**config.mk**
```make
export PLATFORM = sky130hd
export DESIGN_NAME = lsu_mem_ctrl_flat
export DESIGN_NICKNAME = d
export VERILOG_FILES = /design/src/rtl/lsu_mem_ctrl_if.sv /design/src/rtl/lsu_mem_ctrl.sv /design/src/flat_wrapper.sv
export SDC_FILE = /design/constraint.sdc
export NUM_CORES = 1
export LEC_CHECK = 0
export ABC_AREA = 1
export BUFFER_PORTS_ARGS = -buffer_cell sky130_fd_sc_hd__buf_2
export CAP_MARGIN = 20
export CORE_UTILIZATION = 45
export CTS_BUF_LIST = sky130_fd_sc_hd__clkbuf_8
export CTS_CLUSTER_SIZE = 16
export DETAILED_ROUTE_END_ITERATION = 16
export PLACE_DENSITY_LB_ADDON = 0.15
export SLEW_MARGIN = 10
export SYNTH_ARGS = -nofsm -noshare
export SYNTH_HDL_FRONTEND = slang
export SYNTH_SLANG_ARGS = --single-unit
```
**constraint.sdc**
```tcl
create_clock -name clk -period 2.4 [get_ports clk]
set_input_delay 0.48 -clock clk [delete_from_list [all_inputs] [get_ports clk]]
set_output_delay 0.48 -clock clk [all_outputs]
set_load 0.02 [all_outputs]
```
**src/rtl/lsu_mem_ctrl_if.sv**
```systemverilog
// CPU request/response and byte-memory bus between the load/store controller and its neighbours.
interface lsu_mem_ctrl_if #(
  parameter int unsigned ADDR_WIDTH = 32,
  parameter int unsigned DATA_WIDTH = 32
);
  // CPU side
  logic                  cpu_req_valid;
  logic                  cpu_req_ready;
  logic                  cpu_we;
  logic [1:0]            cpu_size;
  logic                  cpu_unsigned;
  logic [ADDR_WIDTH-1:0] cpu_addr;
  logic [DATA_WIDTH-1:0] cpu_wdata;
  logic                  cpu_resp_valid;
  logic [DATA_WIDTH-1:0] cpu_rdata;
  logic                  cpu_err;
  // Memory side
  logic [ADDR_WIDTH-1:0] mem_addr;
  logic                  mem_req_valid;
  logic                  mem_we;
  logic [DATA_WIDTH-1:0] mem_wdata;
  logic                  mem_data_oe;
  logic [DATA_WIDTH-1:0] mem_rdata;
  logic                  mem_data_valid;

  // Environment: issues CPU requests and models the memory
  modport master (
    output cpu_req_valid, cpu_we, cpu_size, cpu_unsigned, cpu_addr, cpu_wdata,
    output mem_rdata, mem_data_valid,
    input  cpu_req_ready, cpu_resp_valid, cpu_rdata, cpu_err,
    input  mem_addr, mem_req_valid, mem_we, mem_wdata, mem_data_oe
  );

  // Controller: serves CPU requests and drives the memory bus
  modport slave (
    input  cpu_req_valid, cpu_we, cpu_size, cpu_unsigned, cpu_addr, cpu_wdata,
    input  mem_rdata, mem_data_valid,
    output cpu_req_ready, cpu_resp_valid, cpu_rdata, cpu_err,
    output mem_addr, mem_req_valid, mem_we, mem_wdata, mem_data_oe
  );
endinterface

```
**src/rtl/lsu_mem_ctrl.sv**
```systemverilog
// Load/store controller for a byte-wide-write main memory. Loads use one 4-byte read;
// stores are split into one write beat per byte. Misalignment and timeouts return err.
module lsu_mem_ctrl #(
  parameter int unsigned ADDR_WIDTH = 32,
  parameter int unsigned DATA_WIDTH = 32,
  parameter int unsigned TIMEOUT    = 15
) (
  input logic           clk,
  input logic           reset,
  lsu_mem_ctrl_if.slave bus
);
  localparam int unsigned CntWidth = ($clog2(TIMEOUT + 1) > 4) ? $clog2(TIMEOUT + 1) : 4;

  typedef enum logic [2:0] {StIdle, StRdReq, StRdWait, StWrBeat, StWrWait, StResp} state_e;

  state_e                state_q, state_d;
  logic [ADDR_WIDTH-1:0] addr_q, addr_d;
  logic                  we_q, we_d;
  logic [1:0]            size_q, size_d;
  logic                  uns_q, uns_d;
  logic [DATA_WIDTH-1:0] wdata_q, wdata_d;
  logic [DATA_WIDTH-1:0] rdata_q, rdata_d;
  logic                  err_q, err_d;
  logic [1:0]            beat_q, beat_d;
  logic [CntWidth-1:0]   cnt_q, cnt_d;

  logic                  data_valid;
  logic                  misaligned;
  logic [1:0]            last;
  logic [CntWidth-1:0]   cnt_inc;
  logic                  timeout_hit;
  logic [DATA_WIDTH-1:0] ld_ext;
  logic [7:0]            wr_byte;

  // Only a clean 1 counts as completion; X/Z from an undriven bus must not.
  assign data_valid = (bus.mem_data_valid === 1'b1);

  assign misaligned = (bus.cpu_size == 2'b11) ||
                      (bus.cpu_size == 2'b01 && bus.cpu_addr[0]) ||
                      (bus.cpu_size == 2'b10 && bus.cpu_addr[1:0] != 2'b00);

  assign cnt_inc     = cnt_q + 1'b1;
  assign timeout_hit = (cnt_inc == CntWidth'(TIMEOUT));

  // Index of the final store beat for the latched size
  always_comb begin
    last = 2'd3;
    case (size_q)
      2'b00:   last = 2'd0;
      2'b01:   last = 2'd1;
      default: last = 2'd3;
    endcase
  end

  // Load extraction from the little-endian read word, with sign/zero extension
  always_comb begin
    ld_ext = bus.mem_rdata;
    case (size_q)
      2'b00: ld_ext = uns_q ? {{(DATA_WIDTH-8){1'b0}}, bus.mem_rdata[7:0]}
                            : {{(DATA_WIDTH-8){bus.mem_rdata[7]}}, bus.mem_rdata[7:0]};
      2'b01: ld_ext = uns_q ? {{(DATA_WIDTH-16){1'b0}}, bus.mem_rdata[15:0]}
                            : {{(DATA_WIDTH-16){bus.mem_rdata[15]}}, bus.mem_rdata[15:0]};
      default: ld_ext = bus.mem_rdata;
    endcase
  end

  // Store byte selected by the current beat
  always_comb begin
    wr_byte = wdata_q[7:0];
    case (beat_q)
      2'd0: wr_byte = wdata_q[7:0];
      2'd1: wr_byte = wdata_q[15:8];
      2'd2: wr_byte = wdata_q[23:16];
      2'd3: wr_byte = wdata_q[31:24];
      default: wr_byte = wdata_q[7:0];
    endcase
  end

  // Next-state and datapath update
  always_comb begin
    state_d = state_q;
    addr_d  = addr_q;
    we_d    = we_q;
    size_d  = size_q;
    uns_d   = uns_q;
    wdata_d = wdata_q;
    rdata_d = rdata_q;
    err_d   = err_q;
    beat_d  = beat_q;
    cnt_d   = cnt_q;
    unique case (state_q)
      StIdle: begin
        if (bus.cpu_req_valid) begin
          addr_d  = bus.cpu_addr;
          we_d    = bus.cpu_we;
          size_d  = bus.cpu_size;
          uns_d   = bus.cpu_unsigned;
          wdata_d = bus.cpu_wdata;
          beat_d  = 2'd0;
          cnt_d   = '0;
          err_d   = 1'b0;
          if (misaligned) begin
            err_d   = 1'b1;
            state_d = StResp;
          end else if (bus.cpu_we) begin
            state_d = StWrBeat;
          end else begin
            state_d = StRdReq;
          end
        end
      end
      StRdReq: begin
        cnt_d   = '0;
        state_d = StRdWait;
      end
      StRdWait: begin
        if (data_valid) begin
          rdata_d = ld_ext;
          err_d   = 1'b0;
          state_d = StResp;
        end else begin
          cnt_d = cnt_inc;
          if (timeout_hit) begin
            err_d   = 1'b1;
            state_d = StResp;
          end
        end
      end
      StWrBeat: begin
        cnt_d   = '0;
        state_d = StWrWait;
      end
      StWrWait: begin
        if (data_valid) begin
          if (beat_q == last) begin
            err_d   = 1'b0;
            state_d = StResp;
          end else begin
            beat_d  = beat_q + 2'd1;
            state_d = StWrBeat;
          end
        end else begin
          cnt_d = cnt_inc;
          if (timeout_hit) begin
            err_d   = 1'b1;
            state_d = StResp;
          end
        end
      end
      StResp:  state_d = StIdle;
      default: state_d = StIdle;
    endcase
  end

  // State and datapath registers
  always_ff @(posedge clk) begin
    if (reset) begin
      state_q <= StIdle;
      addr_q  <= '0;
      we_q    <= 1'b0;
      size_q  <= 2'b00;
      uns_q   <= 1'b0;
      wdata_q <= '0;
      rdata_q <= '0;
      err_q   <= 1'b0;
      beat_q  <= 2'd0;
      cnt_q   <= '0;
    end else begin
      state_q <= state_d;
      addr_q  <= addr_d;
      we_q    <= we_d;
      size_q  <= size_d;
      uns_q   <= uns_d;
      wdata_q <= wdata_d;
      rdata_q <= rdata_d;
      err_q   <= err_d;
      beat_q  <= beat_d;
      cnt_q   <= cnt_d;
    end
  end

  // Outputs come from registers or state decode only
  assign bus.cpu_req_ready  = (state_q == StIdle);
  assign bus.cpu_resp_valid = (state_q == StResp);
  assign bus.cpu_err        = err_q;
  assign bus.cpu_rdata      = rdata_q;
  assign bus.mem_req_valid  = (state_q == StRdReq) || (state_q == StWrBeat);
  assign bus.mem_we         = (state_q == StWrBeat);
  assign bus.mem_data_oe    = (state_q == StWrBeat);
  assign bus.mem_addr       = addr_q + ADDR_WIDTH'(beat_q);
  assign bus.mem_wdata      = {{(DATA_WIDTH-8){1'b0}}, wr_byte};

  logic unused_we;
  assign unused_we = we_q;
endmodule

```
**src/flat_wrapper.sv**
```systemverilog
// flat-port wrapper written by rule: the top's interface ports become plain ports
module lsu_mem_ctrl_flat 
#(
  parameter int unsigned ADDR_WIDTH = 32,
  parameter int unsigned DATA_WIDTH = 32,
  parameter int unsigned TIMEOUT    = 15
)
  (clk, reset, bus_cpu_req_valid, bus_cpu_we, bus_cpu_size, bus_cpu_unsigned, bus_cpu_addr, bus_cpu_wdata, bus_mem_rdata, bus_mem_data_valid, bus_cpu_req_ready, bus_cpu_resp_valid, bus_cpu_rdata, bus_cpu_err, bus_mem_addr, bus_mem_req_valid, bus_mem_we, bus_mem_wdata, bus_mem_data_oe);
  lsu_mem_ctrl_if #(.ADDR_WIDTH(ADDR_WIDTH), .DATA_WIDTH(DATA_WIDTH)) bus_i ();
  input logic clk;
  input logic reset;
  input wire logic [$bits(bus_i.cpu_req_valid)-1:0] bus_cpu_req_valid;
  input wire logic [$bits(bus_i.cpu_we)-1:0] bus_cpu_we;
  input wire logic [$bits(bus_i.cpu_size)-1:0] bus_cpu_size;
  input wire logic [$bits(bus_i.cpu_unsigned)-1:0] bus_cpu_unsigned;
  input wire logic [$bits(bus_i.cpu_addr)-1:0] bus_cpu_addr;
  input wire logic [$bits(bus_i.cpu_wdata)-1:0] bus_cpu_wdata;
  input wire logic [$bits(bus_i.mem_rdata)-1:0] bus_mem_rdata;
  input wire logic [$bits(bus_i.mem_data_valid)-1:0] bus_mem_data_valid;
  output wire logic [$bits(bus_i.cpu_req_ready)-1:0] bus_cpu_req_ready;
  output wire logic [$bits(bus_i.cpu_resp_valid)-1:0] bus_cpu_resp_valid;
  output wire logic [$bits(bus_i.cpu_rdata)-1:0] bus_cpu_rdata;
  output wire logic [$bits(bus_i.cpu_err)-1:0] bus_cpu_err;
  output wire logic [$bits(bus_i.mem_addr)-1:0] bus_mem_addr;
  output wire logic [$bits(bus_i.mem_req_valid)-1:0] bus_mem_req_valid;
  output wire logic [$bits(bus_i.mem_we)-1:0] bus_mem_we;
  output wire logic [$bits(bus_i.mem_wdata)-1:0] bus_mem_wdata;
  output wire logic [$bits(bus_i.mem_data_oe)-1:0] bus_mem_data_oe;
  assign bus_i.cpu_req_valid = bus_cpu_req_valid;
  assign bus_i.cpu_we = bus_cpu_we;
  assign bus_i.cpu_size = bus_cpu_size;
  assign bus_i.cpu_unsigned = bus_cpu_unsigned;
  assign bus_i.cpu_addr = bus_cpu_addr;
  assign bus_i.cpu_wdata = bus_cpu_wdata;
  assign bus_i.mem_rdata = bus_mem_rdata;
  assign bus_i.mem_data_valid = bus_mem_data_valid;
  assign bus_cpu_req_ready = bus_i.cpu_req_ready;
  assign bus_cpu_resp_valid = bus_i.cpu_resp_valid;
  assign bus_cpu_rdata = bus_i.cpu_rdata;
  assign bus_cpu_err = bus_i.cpu_err;
  assign bus_mem_addr = bus_i.mem_addr;
  assign bus_mem_req_valid = bus_i.mem_req_valid;
  assign bus_mem_we = bus_i.mem_we;
  assign bus_mem_wdata = bus_i.mem_wdata;
  assign bus_mem_data_oe = bus_i.mem_data_oe;
  lsu_mem_ctrl #(.ADDR_WIDTH(ADDR_WIDTH), .DATA_WIDTH(DATA_WIDTH), .TIMEOUT(TIMEOUT)) u_core (.clk(clk), .reset(reset), .bus(bus_i));
endmodule
```
==> impl_metrics.env <==
export IMPL_wl_per_cell_um=13.5
export IMPL_path_max_fanout=3
export IMPL_antenna_cells=0
export IMPL_hp_class="input port to flop"
export IMPL_globalRouteTotalUtil=0.238
export IMPL_crit_arrival_ns=2.11
export IMPL_antenna_found_initial=0
export IMPL_cts_hold_buf=0
export IMPL_yosys_warnings=0
export IMPL_critical_path_endpoint_type="output port"
export IMPL_final_cell_area_um2=7180
export IMPL_power_net_switching_w=0.00335
export IMPL_wirelength_mm=15.1
export IMPL_viasPerCell=4.94
export IMPL_cts_sinks=109
export IMPL_layout_setup_ws_ns=-0.193
export IMPL_synth_largest_area_cell="dfxtp_1"
export IMPL_slew_headroom=0.611
export IMPL_p_sw_frac=0.446
export IMPL_ys_ff_latch=109
export IMPL_tns_ns=-2.36
export IMPL_fin_crit_sh=1.08
export IMPL_rsz0062_at_grt="yes"
export IMPL_cts_buffer_depth=2
export IMPL_yosysUniqueCellTypes=38
export IMPL_p_per_area_nw_per_um2=1040
export IMPL_dr_first_iter_drc_count=359
export IMPL_drive_gt1_frac=0.322
export IMPL_syn_inst=774
export IMPL_syn_area_um2=5580
export IMPL_dr_pass1_iters=5
export IMPL_required_ns=1.92
export IMPL_clock_fmax_mhz=386
export IMPL_hold_violations=0
export IMPL_start_util=0.463
export IMPL_die_height_um=113
export IMPL_fill_cells=1172
export IMPL_status="finished, violations left"
export IMPL_path_clk_slew_ns=0.09
export IMPL_core_area_um2=12100
export IMPL_rows=40
export IMPL_route_antenna_remaining_nets=0
export IMPL_vias=5529
export IMPL_mostFrequentLayoutCell="buf_2"
export IMPL_startpoint_type="flop"
export IMPL_multi_input_area_um2=3030
export IMPL_dieArea_um2=12900
export IMPL_cts_tree="done"
export IMPL_clock_skew_ns=0.00826
export IMPL_failed_checks="setup timing"
export IMPL_nNetsFinal=1062
export IMPL_yosys_top_cells_area="dfxtp_1 (39%), nand2_1 (9.1%), a21oi_1 (8.6%), o21ai_0 (7.4%), inv_1 (5.4%)"
export IMPL_dieWidth_um=113
export IMPL_root_buffer="clkbuf_8"
export IMPL_clkPwrFrac=0.147
export IMPL_cap_violations=0
export IMPL_grt_overflow=0
export IMPL_fin_crit_ns=2.59
export IMPL_layout_common_cells="buf_2 (153), nand2_1 (128), dfxtp_1 (99), a21oi_1 (96), o21ai_0 (82)"
export IMPL_hpwl_mm=11.0
export IMPL_path_class="flop to output port"
export IMPL_leakage_nw=3.24
export IMPL_seq_power_share=0.355
export IMPL_combPwrFrac=0.498
export IMPL_setup_viol=23
export IMPL_grt_max_degree=58
export IMPL_drc=0
export IMPL_synth_top_cell_area_share=0.391
export IMPL_place_area_um2=6580
export IMPL_gp_congestion=0.892
export IMPL_area_delta_synth_final_pct=28.7
export IMPL_grt_pass1_vias=4952
export IMPL_syn_avg_cell_area_um2=7.21
export IMPL_io_pins=206
export IMPL_p_int_w=0.00415
export IMPL_ctsHtreeMaxLevel=3
export IMPL_grt_first_pass_wirelength_mm=24.2
export IMPL_drv_slew=0
export IMPL_seq_area_um2=2190
export IMPL_worstSkewPairLatency_ns=0.38
export IMPL_synth_seq_area_share=0.391
export IMPL_numCtsBuffers=9
export IMPL_max_vdd_ir_drop_v=0.000543
export IMPL_io_buffers=181
export IMPL_worstMarginPinSlew_ns=0.582
==> power groups by stage <==
| stage | Clock [W] | Sequential, W | Combinational (W) |
|---|---|---|---|
| after floorplan | 0 | 0.00270 | 0.00249 |
| after global placement | 0 | 0.00265 | 0.00346 |
| after detailed placement | 0 | 0.00266 | 0.00348 |
| after CTS | 0.00114 | 0.00264 | 0.00364 |
| after global routing | 0.00121 | 0.00272 | 0.00413 |
| final | 0.00110 | 0.00266 | 0.00374 |
==> Yosys cell counts <==
| cell | n |
|---|---|
| a31oi_4 | 1 |
| or2_2 | 1 |
| nor2_2 | 1 |
| buf_8 | 1 |
| nor2_8 | 1 |
| nand3_4 | 1 |
| nand2_2 | 2 |
| buf_1 | 1 |
| xor2_1 | 27 |
| o21ai_2 | 1 |
| ha_1 | 8 |
| a21oi_1 | 96 |
| a211oi_1 | 8 |
| inv_2 | 5 |
| dfxtp_1 | 109 |
| clkinv_2 | 1 |
| inv_1 | 81 |
| nand2_1 | 136 |
| buf_2 | 13 |
| nor2_1 | 59 |
| nand3_1 | 34 |
| fa_1 | 1 |
| buf_6 | 3 |
| a21oi_2 | 11 |
| xnor2_1 | 2 |
| a21oi_4 | 1 |
| o22ai_1 | 8 |
| o21ai_1 | 3 |
| clkbuf_2 | 1 |
| nor2_4 | 1 |
| buf_4 | 30 |
| a31oi_1 | 2 |
| o21ai_0 | 82 |
| inv_6 | 1 |
| nand4_1 | 7 |
| conb_1 | 1 |
| nor3_1 | 18 |
| clkbuf_1 | 15 |
==> sequential cells by signal (all words and copies together) (netlist names) <==
signal,flops
u_core.uns_q,1
u_core.cnt_q,4
u_core.addr_q,32
u_core.bus.cpu_err,1
u_core.state_q,3
u_core.wdata_q,32
u_core.bus.cpu_rdata,32
u_core.size_q,2
u_core.beat_q,2
==> worst paths after layout <==
kind / startpoint / end / slack, ns / cells past startpoint
max reg2reg: u_core.state_q[0] / u_core.addr_q[2] / 0.69 / 7
min reg2reg: u_core.wdata_q[1] / u_core.wdata_q[1] / 0.46 / 2
max: u_core.addr_q[0] / bus_mem_addr[28] / -0.19 / 9
min: bus_mem_rdata[3] / u_core.bus.cpu_rdata[3] / 0.32 / 3
==> metrics by stage <==
stage / cells / util / total power [W] / hold WS [ns] / worst slack [ns]
global placement: 1100 / 0.545 / 0.00611 / 0.439 / 0.0873
CTS: 1117 / 0.582 / 0.00742 / 0.297 / -0.214
detailed placement: 1100 / 0.545 / 0.00614 / 0.443 / 0.0606
floorplan: 797 / - / 0.00519 / 0.430 / -0.0137
global route: 1119 / 0.595 / 0.00807 / 0.295 / -0.319
finish: 1119 / 0.595 / 0.00750 / 0.321 / -0.193
==> repair_timing <==
action                     4_1_cts  5_1_grt
pin swaps                       15       12
setup buffers                    5        2
gates resized for setup         69       38
setup endpoints to repair       35       38
==> cell families (layout without fill, tap and decap cells) <==
group / Yosys count / in the layout / share of synthesized area
buffers and inverters: 152 / 306 / 0.133
AOI/OAI and AO/OA: 213 / 213 / 0.210
xor gates and xnor gates: 29 / 29 / 0.0455
DFF: 109 / 109 / 0.391
adders and majority gates: 9 / 9 / 0.0215
and+or+nand+nor: 261 / 261 / 0.199
other: 1 / 24 / 0.000672
==> final cells by class <==
type	count	area share
Inverter	88	0.0472
Clock inverter	2	0.00488
Timing Repair Buffer	205	0.170
Tap cell	168	0.0293
Clock buffer	11	0.0211
Sequential cell	109	0.306
Multi-Input combinational cell	536	0.422
==> worst max-delay path, stage by stage (launching register included) <==
cell and delay [ns]:
dfxtp_2 0.36, ha_4 0.14, inv_2 0.03, fa_2 0.36
nor2_4 0.19, nand2_2 0.13, nor2_4 0.15, nand2_1 0.09
xor2_1 0.12, buf_2 0.17
==> routing by layer <==
| metal | wire [um] | up-vias | track usage |
|---|---|---|---|
| met2 | 6720 | 193 | 0.368 |
| met1 | 7040 | 2496 | 0.324 |
| met3 | 1070 | 23 | 0.0569 |
| met5 | 0 | - | 0 |
| li1 | - | 2817 | - |
| met4 | 312 | 0 | 0.0825 |
No activity file was read; power rests on OpenSTA's default activity.
